===== src/rtl/ols_deblock.sv =====
// ols_deblock -- output framer for the overlap-save FFT block LMS datapath.
//
// Accepts 2*BLK_LEN-sample complex frames from the IFFT. The first BLK_LEN
// samples of each frame (the circularly aliased half) are thrown away. The
// last BLK_LEN samples go into one bank of a two-bank ping-pong RAM. Each
// sample-rate out_req replays one stored sample, so the filter output is
// delivered at the input sample rate.
//
// Ports:
//   clk        processing clock (2x sample rate or faster)
//   reset      asynchronous, active-low reset
//   x_i, x_q   IFFT output sample (I/Q), qualified by in_valid
//   in_valid   x_i/x_q carry a sample this cycle
//   in_start   marks frame index 0 (qualified by in_valid)
//   out_req    one-cycle strobe requesting one output sample
//   y_i, y_q   output sample, valid one clock after an accepted out_req
//   out_valid  one-cycle pulse, y_i/y_q valid
//   blk_rdy    at least one bank holds a complete block (registered)
//   overrun    one-cycle pulse, an incoming frame was dropped
//   underrun   one-cycle pulse, out_req arrived with no full bank
//   frame_err  one-cycle pulse, in_start arrived in the middle of a frame
module ols_deblock #(
    parameter int BLK_LEN = 32,
    parameter int WIDTH   = 16
) (
    input  logic             clk,
    input  logic             reset,
    input  logic [WIDTH-1:0] x_i,
    input  logic [WIDTH-1:0] x_q,
    input  logic             in_valid,
    input  logic             in_start,
    input  logic             out_req,
    output logic [WIDTH-1:0] y_i,
    output logic [WIDTH-1:0] y_q,
    output logic             out_valid,
    output logic             blk_rdy,
    output logic             overrun,
    output logic             underrun,
    output logic             frame_err
);

    localparam int CW = $clog2(2 * BLK_LEN);   // frame index width
    localparam int AW = CW - 1;                // bank address width
    localparam logic [CW-1:0] LAST_IDX  = CW'(2 * BLK_LEN - 1);
    localparam logic [AW-1:0] LAST_ADDR = AW'(BLK_LEN - 1);

    typedef enum logic [1:0] {IDLE, FILL, DROP} wr_state_t;

    wr_state_t       state_reg, state_next;
    logic [CW-1:0]   wcnt_reg, wcnt_next;
    logic            wr_bank_reg, wr_bank_next;
    logic            rd_bank_reg, rd_bank_next;
    logic [AW-1:0]   raddr_reg, raddr_next;
    logic [1:0]      full_reg, full_next;

    logic            wr_en;
    logic            set_full;
    logic            start_ok;
    logic            overrun_next, frame_err_next;
    logic            rd_fire, rd_last, rd_under;

    logic [2*WIDTH-1:0] mem [0:2*BLK_LEN-1];
    logic [2*WIDTH-1:0] rd_data_reg;
    logic               y_zero_reg;
    logic               out_valid_reg, underrun_reg, overrun_reg;
    logic               frame_err_reg, blk_rdy_reg;

    // ---------------- read side ----------------
    assign rd_fire  = out_req & full_reg[rd_bank_reg];
    assign rd_under = out_req & ~full_reg[rd_bank_reg];
    assign rd_last  = rd_fire & (raddr_reg == LAST_ADDR);

    // BLK_LEN is a power of two, so the address wraps to 0 after the last read.
    assign raddr_next   = rd_fire ? raddr_reg + AW'(1) : raddr_reg;
    assign rd_bank_next = rd_last ? ~rd_bank_reg : rd_bank_reg;

    // A bank being drained by its final read this cycle is already free.
    assign start_ok = ~full_reg[wr_bank_reg] | (rd_last & (rd_bank_reg == wr_bank_reg));

    // ---------------- write FSM ----------------
    always_comb begin
        state_next     = state_reg;
        wcnt_next      = wcnt_reg;
        wr_bank_next   = wr_bank_reg;
        wr_en          = 1'b0;
        set_full       = 1'b0;
        overrun_next   = 1'b0;
        frame_err_next = 1'b0;
        case (state_reg)
            IDLE: begin
                if (in_valid && in_start) begin
                    wcnt_next = CW'(1);
                    if (start_ok) begin
                        state_next = FILL;
                    end else begin
                        state_next   = DROP;
                        overrun_next = 1'b1;
                    end
                end
            end
            FILL, DROP: begin
                if (in_valid) begin
                    if (in_start) begin
                        // Restart: the partial frame is abandoned and this
                        // sample becomes index 0 of a new frame.
                        frame_err_next = 1'b1;
                        wcnt_next      = CW'(1);
                        if (start_ok) begin
                            state_next = FILL;
                        end else begin
                            state_next   = DROP;
                            overrun_next = 1'b1;
                        end
                    end else begin
                        // Upper half of the frame has the MSB of wcnt set.
                        if (state_reg == FILL && wcnt_reg[CW-1]) begin
                            wr_en = 1'b1;
                        end
                        if (wcnt_reg == LAST_IDX) begin
                            state_next = IDLE;
                            wcnt_next  = '0;
                            if (state_reg == FILL) begin
                                set_full     = 1'b1;
                                wr_bank_next = ~wr_bank_reg;
                            end
                        end else begin
                            wcnt_next = wcnt_reg + CW'(1);
                        end
                    end
                end
            end
            default: state_next = IDLE;
        endcase
    end

    // Writer and reader always target different banks when both complete,
    // so the clear and set never collide on one flag.
    always_comb begin
        full_next = full_reg;
        if (rd_last) begin
            full_next[rd_bank_reg] = 1'b0;
        end
        if (set_full) begin
            full_next[wr_bank_reg] = 1'b1;
        end
    end

    always_ff @(posedge clk or negedge reset) begin
        if (!reset) begin
            state_reg     <= IDLE;
            wcnt_reg      <= '0;
            wr_bank_reg   <= 1'b0;
            rd_bank_reg   <= 1'b0;
            raddr_reg     <= '0;
            full_reg      <= 2'b00;
            y_zero_reg    <= 1'b1;
            out_valid_reg <= 1'b0;
            underrun_reg  <= 1'b0;
            overrun_reg   <= 1'b0;
            frame_err_reg <= 1'b0;
            blk_rdy_reg   <= 1'b0;
        end else begin
            state_reg     <= state_next;
            wcnt_reg      <= wcnt_next;
            wr_bank_reg   <= wr_bank_next;
            rd_bank_reg   <= rd_bank_next;
            raddr_reg     <= raddr_next;
            full_reg      <= full_next;
            out_valid_reg <= rd_fire;
            underrun_reg  <= rd_under;
            overrun_reg   <= overrun_next;
            frame_err_reg <= frame_err_next;
            blk_rdy_reg   <= |full_next;
            if (rd_fire) begin
                y_zero_reg <= 1'b0;
            end else if (rd_under) begin
                y_zero_reg <= 1'b1;
            end
        end
    end

    // ---------------- buffer RAM ----------------
    // Kept free of reset so it maps onto block RAM; the output is forced
    // to zero by y_zero_reg instead of clearing the read register.
    always_ff @(posedge clk) begin
        if (wr_en) begin
            mem[{wr_bank_reg, wcnt_reg[AW-1:0]}] <= {x_i, x_q};
        end
    end

    always_ff @(posedge clk) begin
        if (rd_fire) begin
            rd_data_reg <= mem[{rd_bank_reg, raddr_reg}];
        end
    end

    assign y_i       = y_zero_reg ? '0 : rd_data_reg[2*WIDTH-1:WIDTH];
    assign y_q       = y_zero_reg ? '0 : rd_data_reg[WIDTH-1:0];
    assign out_valid = out_valid_reg;
    assign underrun  = underrun_reg;
    assign overrun   = overrun_reg;
    assign frame_err = frame_err_reg;
    assign blk_rdy   = blk_rdy_reg;

endmodule


===== config.mk =====
export PLATFORM = sky130hd
export DESIGN_NAME = ols_deblock
export DESIGN_NICKNAME = d
export VERILOG_FILES = /design/src/rtl/ols_deblock.sv
export SDC_FILE = /design/constraint.sdc
export NUM_CORES = 2
export LEC_CHECK = 0
export CAP_MARGIN = 20
export CORE_MARGIN = 5
export CORE_UTILIZATION = 40
export DETAILED_ROUTE_END_ITERATION = 8
export GPL_ROUTABILITY_DRIVEN = 0
export PLACE_DENSITY = 0.55
export SLEW_MARGIN = 20
export SYNTH_ARGS = -nofsm -noshare
export SYNTH_HDL_FRONTEND = slang
export SYNTH_SLANG_ARGS = --single-unit

===== constraint.sdc =====
create_clock -name clk -period 4.1 [get_ports clk]
set_input_delay 0.82 -clock clk [delete_from_list [all_inputs] [get_ports clk]]
set_output_delay 0.82 -clock clk [all_outputs]
set_load 0.01 [all_outputs]

==> results.txt <==
The count of unique library cells instantiated by Yosys is 43. The layer flagged by global routing as most heavily used is met2. The critical path is of the flop to output port type. The clock transition at the registers of the reported paths came out at 0.06 ns. With fillers left out, the area of the finished cells amounts to 93100 µm². The total congestion overflow after global routing is 0.

The share of the synthesized area in the top cell type is 0.781. The H-tree level count is 4. The kind of launch point of the worst setup path is a flop. The reported leakage power came out at 28.2 nW. The period utilization came out at 0.900. The worst-margin pin slew is 1.11 ns.

The met3 capacity usage during global routing is 0.0287. For this configuration, the core starts out at a cell density of 0.401. The total via count after detailed routing is 37300.

The critical path arrival came out at 2.87 ns. The setup TNS came out at 0 ns. The number of buffers inserted by post-CTS setup repair came out at 0. The area of the die came out at 209000 µm².

The number of DRC markers after the initial detailed-route iteration is 4322. TritonCTS built the clock tree. The net count of the finished layout came out at 3817. The source of the critical timing path is y_zero_reg.

Summing all placed instances gives a cell area of 86300 µm². For met2 alone, demand over resource in global routing was 0.319. The depth of the worst register-to-register path is 7. The cell sitting at the root of the clock tree is a sky130_fd_sc_hd__clkbuf_16. The finished layout holds 6618 standard cells, fillers aside. The areal power density over the cells is 467 nW/µm². In this run the critical register-to-register path is captured at rd_data_reg[27]. The final core utilization came out at 0.467.

Headroom to the max-slew limit came out at 0.257. After detailed routing, the number of remaining DRC violations is 0. The cell area after technology mapping is 80000 µm². The synthesized design contains 2080 enable-type register cells. The reported max-cap violation count is 0. Dividing the synthesized area by the synthesized cell count gives 23.3 µm².

The dominant cell type by area after synthesis is sky130_fd_sc_hd__edfxtp_1. Dividing the detail-routed wire length by the instance count gives 31.8 µm. In this run the vertical extent of the chip is 457 µm. The via count of the first global-routing pass came out at 37600. The final period demand of the worst path is 3.69 ns. The clock insertion delay at the later pin of the skew report came out at 0.86 ns. The post-synthesis sequential area ratio is 0.788. The wire length of the first global-routing pass is 296000 µm.

The critical-path maximum fanout is 33. The number of buffers created by CTS is 210. After synthesis, the share of flip-flops with an asynchronous set or reset is 0.0109. The fraction of final layout cells with drive strength greater than 1 came out at 0.301. The core footprint is 199000 µm². The flip-flop count of the largest register, all copies and words added came out at 2048. From left edge to right edge, the die measures 457 µm. The count of input and output buffers is 73. The most used flip-flop cell after synthesis is sky130_fd_sc_hd__edfxtp_1. The half-perimeter wire length after detailed placement is 131000 µm. The count of warnings emitted by yosys came out at 0. IR analysis of the VDD net gives a maximum drop of 0.000455 V. The number of placement rows is 164. The global-route met1 utilization is 0.290.

After synthesis the netlist holds a flip-flop and latch count of 2103. The maximum number of pins on one net before global-route repair is 65. The post-synthesis instance total is 3429. The kind of capture point of the worst setup path is an output port. The initial antenna violation count came out at 16. The count of TritonRoute iterations in the first routing pass is 7.

The cts-stage hold buffer count is 0. The final number of setup-violating endpoints is 0. The count of placed standard cells including taps is 6218. The synthesis-to-finish area growth is 16.4%. sky130_fd_sc_hd__edfxtp_1 is the most common cell in the netlist. The number of max-slew violations in the final report is 0. For this run, the top clock speed supported by timing is 271 MHz. After filler insertion, the fill cell instance count of the layout stands at 16400. The combined global-route utilization of all metal layers came out at 0.200. The number of sinks on the clock net is 2103.

The slack of the worst reg-to-reg path is 0.82 ns. Ranked by instance count, the synthesized netlist is headed by 2080 x sky130_fd_sc_hd__edfxtp_1, 547 x sky130_fd_sc_hd__mux4_2, 86 x sky130_fd_sc_hd__o22ai_1. For the final database, setup skew stands at 0.0406 ns. The number of nets handed over by synthesis was 3472. Setup repair after global routing left no endpoint under its margin.

74 I/O pins were placed. No sink is reached through more buffers than the 3 on the longest clock path. The routed via count divided by cell count came out at 5.63. The remaining number of nets flagged by the antenna check after routing is 0. In this run the worst hold path is classified as input pin to asynchronous set/reset pin. Sorting the synthesized cells by area gives the leading types as sky130_fd_sc_hd__edfxtp_1 78%, sky130_fd_sc_hd__mux4_2 15%, sky130_fd_sc_hd__mux2i_1 0.93%. Data on the critical path is required at its endpoint by 3.28 ns. The reg-to-reg critical path startpoint is raddr_reg[1].

The flow ran to the end, and the final reports show no timing, DRC or antenna violations. The final layout contains routed wiring with a total length of 210000 µm. The final count of hold timing violations came out at 0.

Once the clock tree was built, the resizer swapped 0 gates to a different size. The total chip power is 43.5 mW.
==> cells in the final DEF, fill, tap and decap left out, drive strengths merged, types with 16 or more instances in the layout <==
| master | netlist | routed |
|---|---|---|
| a211o | 28 | 28 |
| a211oi | 29 | 29 |
| a21oi | 37 | 37 |
| a22oi | 61 | 61 |
| buf | 102 | 278 |
| bufinv | 0 | 16 |
| clkbuf | 84 | 272 |
| clkdlybuf4s50 | 0 | 41 |
| clkinv | 0 | 94 |
| dfrtp | 22 | 22 |
| edfxtp | 2080 | 2080 |
| mux2i | 74 | 74 |
| mux4 | 547 | 547 |
| nand2 | 82 | 82 |
| nor2 | 82 | 82 |
| nor2b | 42 | 42 |
| o22ai | 86 | 86 |
==> how the worst max path moves through the flow <==
stage | endpoint | slack [ns] | cells past startpoint
4_1_cts | y_i[11] | 0.35 | 2
5_1_grt | y_i[2] | 0.34 | 2
3_5_place_dp | mem[30][15] | 0.34 | 8
6_report | y_i[2] | 0.41 | 2
2_1_floorplan | mem[62][0] | 0.58 | 5
3_3_place_gp | mem[30][15] | 0.38 | 8
==> where the power goes <==
group	total (mW)	internal (mW)	switching (mW)
clock	18.7	10.5	8.16
sequential	23.7	23.6	0.0460
combinational	1.12	0.372	0.746
total	43.5	34.5	8.95
==> area by class of cell <==
| class | instances | area (µm²) | area share |
|---|---|---|---|
| sequential | 2103 | 63100 | 0.677 |
| timing repair buffer | 319 | 3380 | 0.0363 |
| multi-input combinational | 1132 | 16600 | 0.178 |
| tap | 2656 | 3320 | 0.0357 |
| clock buffer | 272 | 5510 | 0.0592 |
| inverter | 8 | 30.0 | 0.000322 |
| antenna | 10 | 25.0 | 0.000269 |
| clock inverter | 118 | 1230 | 0.0132 |
==> per-layer routing <==
metal	routed length, µm	up-vias
met5	0	-
met4	5470	0
met3	12400	256
met2	102000	1237
met1	90800	20400
li1	-	15400
==> cell families after synthesis <==
family | after synthesis | synth area share
mux | 624 | 0.164
fa+ha+maj | 6 | 0.000938
buf+inv | 194 | 0.0113
xor+xnor | 8 | 0.000876
compound gates | 256 | 0.0218
simple gates | 238 | 0.0134
flops | 2103 | 0.788
==> critical path: stages (launching register included) <==
cell and delay, ns:
sky130_fd_sc_hd__dfstp_2 0.59, sky130_fd_sc_hd__nor2b_1 0.71, sky130_fd_sc_hd__clkdlybuf4s50_1 0.68
==> through the flow <==
stage	hold slack, ns	setup WS [ns]
2_1_floorplan	0.476	0.576
3_3_place_gp	0.489	0.382
3_5_place_dp	0.503	0.343
4_1_cts	0.428	0.345
5_1_grt	0.495	0.345
6_report	0.476	0.411
(Power assumes the default switching activity.)
